**config.mk**
```make
export PLATFORM = sky130hd
export DESIGN_NAME = pipe_reg_chain
export DESIGN_NICKNAME = d
export VERILOG_FILES = /design/src/rtl/pipe_reg_chain_pkg.sv /design/src/rtl/pipe_reg_stage.sv /design/src/rtl/pipe_reg_chain.sv
export SDC_FILE = /design/constraint.sdc
export NUM_CORES = 1
export LEC_CHECK = 0
export BUFFER_PORTS_ARGS = -buffer_cell sky130_fd_sc_hd__buf_4
export CORE_UTILIZATION = 30
export CTS_CLUSTER_SIZE = 10
export DETAILED_ROUTE_END_ITERATION = 8
export GPL_TIMING_DRIVEN = 1
export PLACE_DENSITY = 0.54
export SYNTH_ARGS = -nofsm -noshare
export SYNTH_HDL_FRONTEND = slang
export SYNTH_SLANG_ARGS = --single-unit
```
**constraint.sdc**
```tcl
create_clock -name clk -period 3.15 [get_ports clk]
set_input_delay 0.315 -clock clk [delete_from_list [all_inputs] [get_ports clk]]
set_output_delay 0.315 -clock clk [all_outputs]
set_load 0.02 [all_outputs]
```
**src/rtl/pipe_reg_chain_pkg.sv**
```systemverilog
// Shared definitions for the pipe_reg_chain register pipeline.
// Optional build macro: PIPE_REG_CHAIN_ZERO_DATA_EN (see pipe_reg_stage).
package pipe_reg_chain_pkg;

   localparam int c_def_nbits = 8;
   localparam int c_def_depth = 4;

   // Per-stage load control: load enable and the valid bit offered from upstream.
   typedef struct packed {
      logic ld;
      logic vin;
   } stage_ctl_t;

   // Width needed to count 0..depth occupied stages.
   function automatic int occ_width(input int depth);
      return (depth < 32'sd1) ? 32'sd1 : $clog2(depth + 32'sd1);
   endfunction

endpackage

```
**src/rtl/pipe_reg_stage.sv**
```systemverilog
// One pipeline stage: valid bit plus data register with load enable.
// With PIPE_REG_CHAIN_ZERO_DATA_EN defined, the data register is zeroed whenever the stage empties.
module pipe_reg_stage
   import pipe_reg_chain_pkg::*;
#(
   parameter int p_nbits = c_def_nbits
) (
   input  logic               clk,
   input  logic               rst,
   input  logic               flush,
   input  logic               ld,
   input  logic               vin,
   input  logic [p_nbits-1:0] din,
   output logic               v,
   output logic [p_nbits-1:0] d
);

   logic               v_r;
   logic [p_nbits-1:0] d_r;
   logic [p_nbits-1:0] d_nxt_s;

   // Next data value: capture only real payloads; empty stages keep or zero their data.
   always_comb begin
      d_nxt_s = d_r;
      if (ld && vin && !flush) begin
         d_nxt_s = din;
`ifdef PIPE_REG_CHAIN_ZERO_DATA_EN
      end else if (flush || ld) begin
         d_nxt_s = '0;
`endif
      end else begin
         d_nxt_s = d_r;
      end
   end

   // Valid bit register.
   always_ff @(posedge clk or posedge rst) begin
      if (rst) begin
         v_r <= 1'b0;
      end else if (flush) begin
         v_r <= 1'b0;
      end else if (ld) begin
         v_r <= vin;
      end else begin
         v_r <= v_r;
      end
   end

   // Data register.
   always_ff @(posedge clk or posedge rst) begin
      if (rst) begin
         d_r <= '0;
      end else begin
         d_r <= d_nxt_s;
      end
   end

   assign v = v_r;
   assign d = d_r;

endmodule

```
**src/rtl/pipe_reg_chain.sv**
```systemverilog
// Valid/ready register chain of p_depth stages with flush and occupancy count.
// Optional build macro: PIPE_REG_CHAIN_ZERO_DATA_EN (zero data in empty stages).
module pipe_reg_chain
   import pipe_reg_chain_pkg::*;
#(
   parameter int p_nbits = c_def_nbits,
   parameter int p_depth = c_def_depth
) (
   input  logic                            clk,
   input  logic                            rst,
   input  logic                            flush,
   input  logic                            in_val,
   output logic                            in_rdy,
   input  logic [p_nbits-1:0]              in_msg,
   output logic                            out_val,
   input  logic                            out_rdy,
   output logic [p_nbits-1:0]              out_msg,
   output logic [occ_width(p_depth)-1:0]   occ
);

   localparam int c_occ_w = occ_width(p_depth);

   logic               v_s   [p_depth];
   logic [p_nbits-1:0] d_s   [p_depth];
   logic [p_nbits-1:0] din_s [p_depth];
   stage_ctl_t         ctl_s [p_depth];
   logic [p_depth-1:0] r_s;
   logic               rdy_acc_s;
   logic               in_xfer_s;
   logic               out_xfer_s;
   logic [c_occ_w-1:0] occ_r;

   // Readiness ripples from the output end: a stage can load if empty or if its successor moves.
   always_comb begin
      r_s       = '0;
      rdy_acc_s = out_rdy;
      for (int i = p_depth - 1; i >= 0; i--) begin
         rdy_acc_s = !v_s[i] || rdy_acc_s;
         r_s[i]    = rdy_acc_s;
      end
   end

   for (genvar g = 0; g < p_depth; g++) begin : g_stage
      if (g == 0) begin : g_head
         assign ctl_s[g] = '{ld: r_s[g], vin: in_val};
         assign din_s[g] = in_msg;
      end else begin : g_body
         assign ctl_s[g] = '{ld: r_s[g], vin: v_s[g-1]};
         assign din_s[g] = d_s[g-1];
      end

      pipe_reg_stage #(
         .p_nbits (p_nbits)
      ) u_stage (
         .clk   (clk),
         .rst   (rst),
         .flush (flush),
         .ld    (ctl_s[g].ld),
         .vin   (ctl_s[g].vin),
         .din   (din_s[g]),
         .v     (v_s[g]),
         .d     (d_s[g])
      );
   end

   assign in_rdy     = r_s[0] && !flush;
   assign out_val    = v_s[p_depth-1];
   assign out_msg    = d_s[p_depth-1];
   assign in_xfer_s  = in_val && in_rdy;
   assign out_xfer_s = out_val && out_rdy;

   // Occupancy counter; an output handshake during flush still completes but the count goes to zero.
   always_ff @(posedge clk or posedge rst) begin
      if (rst) begin
         occ_r <= '0;
      end else if (flush) begin
         occ_r <= '0;
      end else begin
         occ_r <= occ_r + c_occ_w'(in_xfer_s) - c_occ_w'(out_xfer_s);
      end
   end

   assign occ = occ_r;

endmodule

```
Word level (Yosys, flattened, before mapping)
Cells that the tools add are included.

operators by class
  $add $sub $neg = 2
  multipliers = 0
  divide/modulo/power cells = 0
  $lt $le $gt $ge = 0
  equality and inequality tests = 0
  shift-type cells = 0
  mux-type cells = 9
  bitwise operators = 0
  reductions and logical operators = 24

operator list
  kind                       count
  logical AND 1 bit          11
  2-to-1 mux 1 bit           8
  nonzero test 2 bit         4
  zero test 1 bit            5
  logical OR 1 bit           4
  adder 3 x 1 -> 3 bit       1
  2-to-1 mux 3 bit           1
  subtractor 3 x 1 -> 3 bit  1

storage, ports and cells
  register bits = 39
  latch bits = 0
  RAM bits = 0
  ROM bits = 0
  input bits = 13
  word-level logic and storage cells = 44
  memories kept = 0

Depth between registers and ports, before layout
  depth in word-level cells = 10
  gate-level depth with buffers = 11

Hierarchy
A second synthesis with hierarchy kept.

second synthesis, totals
  cell total of the unflattened synthesis = 107
  area total of the unflattened synthesis = 1637.8 µm²

by module, submodules not included
  module          times used  cells an instance  area each (µm²)
  pipe_reg_stage  4           21                 352.8
  pipe_reg_chain  1           23                 226.5

Worst setup path after synthesis
Ideal clock, no wire load.

  path kind = reg-to-reg
  from = register g_stage[3].u_stage.v_r
  to = register occ_r[2], in the netlist occ[2]
  library setup time = 0.133 ns
  arrival time = 2.239 ns
  setup slack = 0.778 ns
  stages on the path, launching flop included = 12
  clock period less this slack = 2.372 ns
  path through = dfrtp_1 -> and4b_1 -> buf_6 -> a21oi_2 -> inv_1 -> ha_1 -> inv_1 -> ha_1 -> inv_1 -> fa_1 -> xnor2_1 -> nor2_1

on the way
  longest elaborated chain between the ends = 10
  elaborated cells on any way between the ends = 11

ends and longest elaborated chain
  element                        RTL line              text
  from (decl)                    pipe_reg_stage.sv:18  logic v_r;
  from (signal assigned)         pipe_reg_stage.sv:43  v_r <= vin;
  from (signal assigned)         pipe_reg_stage.sv:45  v_r <= v_r;
  zero test 1 bit                pipe_reg_chain.sv:38  rdy_acc_s = !v_s[i] || rdy_acc_s;
  logical OR 1 bit (4 in a row)  pipe_reg_chain.sv:38
  logical AND 1 bit              pipe_reg_chain.sv:66  assign in_rdy = r_s[0] && !flush;
  logical AND 1 bit              pipe_reg_chain.sv:69  assign in_xfer_s = in_val && in_rdy;
  adder 3 x 1 -> 3 bit           pipe_reg_chain.sv:79  occ_r <= occ_r + c_occ_w'(in_xfer_s) - c_occ_w'(out_xfer_s);
  subtractor 3 x 1 -> 3 bit (*)  pipe_reg_chain.sv:79
  2-to-1 mux 3 bit (*)           pipe_reg_chain.sv:76  end else if (flush) begin
  to (signal assigned)           pipe_reg_chain.sv:79
  to (decl)                      pipe_reg_chain.sv:31  logic [c_occ_w-1:0] occ_r;

Mark *: on every way between the ends. The rest lies on a longest branch, timed or not.
A chain may end at the register's enable or synchronous reset.

Worst setup path in the final report
Ends and elaborated chain as after synthesis.

==> run summary <==
status = finished, final reports clean
HPWL after DPL = 1.81 mm
final WL = 2.39 mm
clock slew at reported path FFs = 80 ps
gpl congestion = 0.735
Initial DRC Count = 20
relative slew slack = 56.4%
post-layout net count = 150
P&R area growth vs syn = 18.6%
TritonCTS buffer count = 5
critical path class = reg -> reg
syn nets = 129
Setup TNS Final = 0 ps
clock latency on the worst-skew pair = 280 ps
Post-Route M1 WL = 1.13 mm
cell depth of the worst flop-to-flop path = 10
Post-DRT Antenna Nets = 0
Hold WS = 129 ps
VDD IR max = 0.000260 V
vias in the first global route = 907
pwr/cell area = 726 nW/um2
CP endpoint kind = flop
terminus of the critical flop-to-flop path = occ[2]$_DFF_PP0_
global route overflow = 0
die footprint = 5840 um2
largest net degree at the start of global routing = 40
Post-Syn Area = 1660 um2
post-synthesis sequential area ratio = 58.7%
Top Layer Used = met4
n_diodes = 0
Layout fillers = 511
Vias = 837
IO buf count = 25
Setup crit start kind = flop
CTS tree = built
Clock Skew = 3.20 ps
Max Buffers Root-to-Sink = 2
final setup vio count = 0
MaxCap Viol Count = 0
IO Pins = 26
first-pass GRT wire length = 4.24 mm
starting density of the core = 31.9%
Leakage = 0.955 nW
Hold Crit Class = in -> async
synth warn = 0
drt pass-1 iters = 3
met3 wire len = 135 um
Die H = 76.4 um
CP arrival = 2550 ps
Netlist cell types = 23
layout cells sized above 1 = 51.9%
post-route cell area = 1970 um2
reg-to-reg slack, setup = 780 ps
WL per Instance = 11.7 um
Synth Register Bits = 39
H-tree levels = 2
Total GRT Usage = 9.40%
total power = 1.43 mW
fin crit share = 75.2%
highest clock rate = 422 MHz
Critical Path RT = 3330 ps
Post-CTS Repair Setup Buffers = 0
post-cts sizing count = 0
vias per cell = 4.08
Die X = 76.4 um
initial antenna violation count = 0
syn avg cell area = 14.7 um2
Slew Viols, Final = 0
critical-path maximum fanout = 9
Reg2Reg Launch Point = g_stage[3].u_stage.v$_DFFE_PP0P_
met2 WL post-DR = 1.08 mm
hold-fix buffers at CTS = 0
worst slew pin tran = 651 ps
drc violations = 0
DP Area = 1850 um2
CTS root buf = clkbuf_8
Core Region = 5200 um2
Syn Inst Count = 113
final hold viol count = 0
CTS Sinks = 39
Tmin final = 2370 ps
RSZ-0062 raised after global routing = no
Site Rows = 26
[placed cells by master (no fill, tap or decap), types with 2 or more instances in the layout]
master	netlist	final
buf_4	8	26
mux2_4	8	8
dfrtp_1	39	39
a21oi_1	3	3
inv_1	5	5
clkbuf_8	0	6
mux2_2	24	24
nor2_1	8	8
ha_1	2	2
[metal layers]
layer	up-vias	global-route usage, %
li1	418	-
met1	397	11.2
met2	18	14.6
met3	4	4.19
met4	0	4.04
met5	-	0
[critical path, stage by stage, from the launching register on]
cell and delay (ps):
dfrtp_1 400, and4b_1 270, a21oi_2 410, inv_1 100
ha_1 290, inv_1 50, ha_1 130, inv_1 40
fa_1 370, xnor2_1 160, nor2_1 50
[metrics by stage]
stage                     instances  setup slack (ps)  util (%)
after global placement          197               804      35.6
after floorplan                 113               778         -
after detailed placement        197               753      35.6
after CTS                       205               746      37.9
final                           205               782      37.9
after global routing            205               577      37.9
[synth_stat cells]
library cell / n / share of area (%)
mux2_2: 24 / 16
a21oi_2: 1 / 0.53
nor2_1: 8 / 1.8
mux2_4: 8 / 7.2
or3b_1: 1 / 0.53
inv_1: 5 / 1.1
xor2_1: 1 / 0.53
and2b_2: 1 / 0.53
nor2b_1: 1 / 0.38
buf_6: 2 / 1.4
nand2b_1: 1 / 0.38
dfrtp_1: 39 / 59
ha_1: 2 / 1.5
and4b_1: 1 / 0.60
fa_1: 1 / 1.2
clkbuf_1: 1 / 0.23
buf_4: 8 / 3.6
xnor2_1: 1 / 0.53
and2_2: 1 / 0.45
nor3b_2: 1 / 0.75
a211o_1: 1 / 0.53
buf_2: 1 / 0.30
a21oi_1: 3 / 0.90
[cell families (layout without fill, tap and decap cells)]
group / Yosys count / in the layout / synth area share, %
and+or+nand+nor: 15 / 15 / 5.42
xor gates and xnor gates: 2 / 2 / 1.05
AOI/OAI and AO/OA: 5 / 5 / 1.96
buffers and inverters: 17 / 39 / 6.63
adders and majority gates: 3 / 3 / 2.71
DFF: 39 / 39 / 58.7
muxes: 32 / 32 / 23.5
[sequential cells by signal, summed over array words and instances, names as in the netlist]
name and flops:
occ 3, g_stage.u_stage.v 4, g_stage.u_stage.d 32
[worst max path at each step]
stage | from | to | slack [ps] | cells past startpoint
2_1_floorplan | g_stage[3].u_stage.v$_DFFE_PP0P_ | occ[2]$_DFF_PP0_ | 780 | 11
3_3_place_gp | out_rdy | occ[2]$_DFF_PP0_ | 800 | 11
3_5_place_dp | g_stage[3].u_stage.v$_DFFE_PP0P_ | occ[2]$_DFF_PP0_ | 750 | 10
4_1_cts | g_stage[3].u_stage.v$_DFFE_PP0P_ | occ[2]$_DFF_PP0_ | 750 | 10
5_1_grt | g_stage[2].u_stage.v$_DFFE_PP0P_ | occ[2]$_DFF_PP0_ | 580 | 10
6_report | g_stage[3].u_stage.v$_DFFE_PP0P_ | occ[2]$_DFF_PP0_ | 780 | 10
[power breakdown]
part | internal (mW) | switching, mW
registers | 0.631 | 0.0695
clock network | 0.256 | 0.167
logic | 0.182 | 0.125
total | 1.07 | 0.361
[area by class of cell]
cell class                 instances  area [um2]  area share [%]
inverter                           5        18.8           0.952
clock inverter                     2        35.0            1.78
timing repair buffer              26         195            9.90
multi-input combinational         57         576            29.2
tap                               70        87.6            4.44
clock buffer                       6        82.6            4.19
sequential                        39         976            49.5
Note: power is estimated with default switching activity, not from simulation.
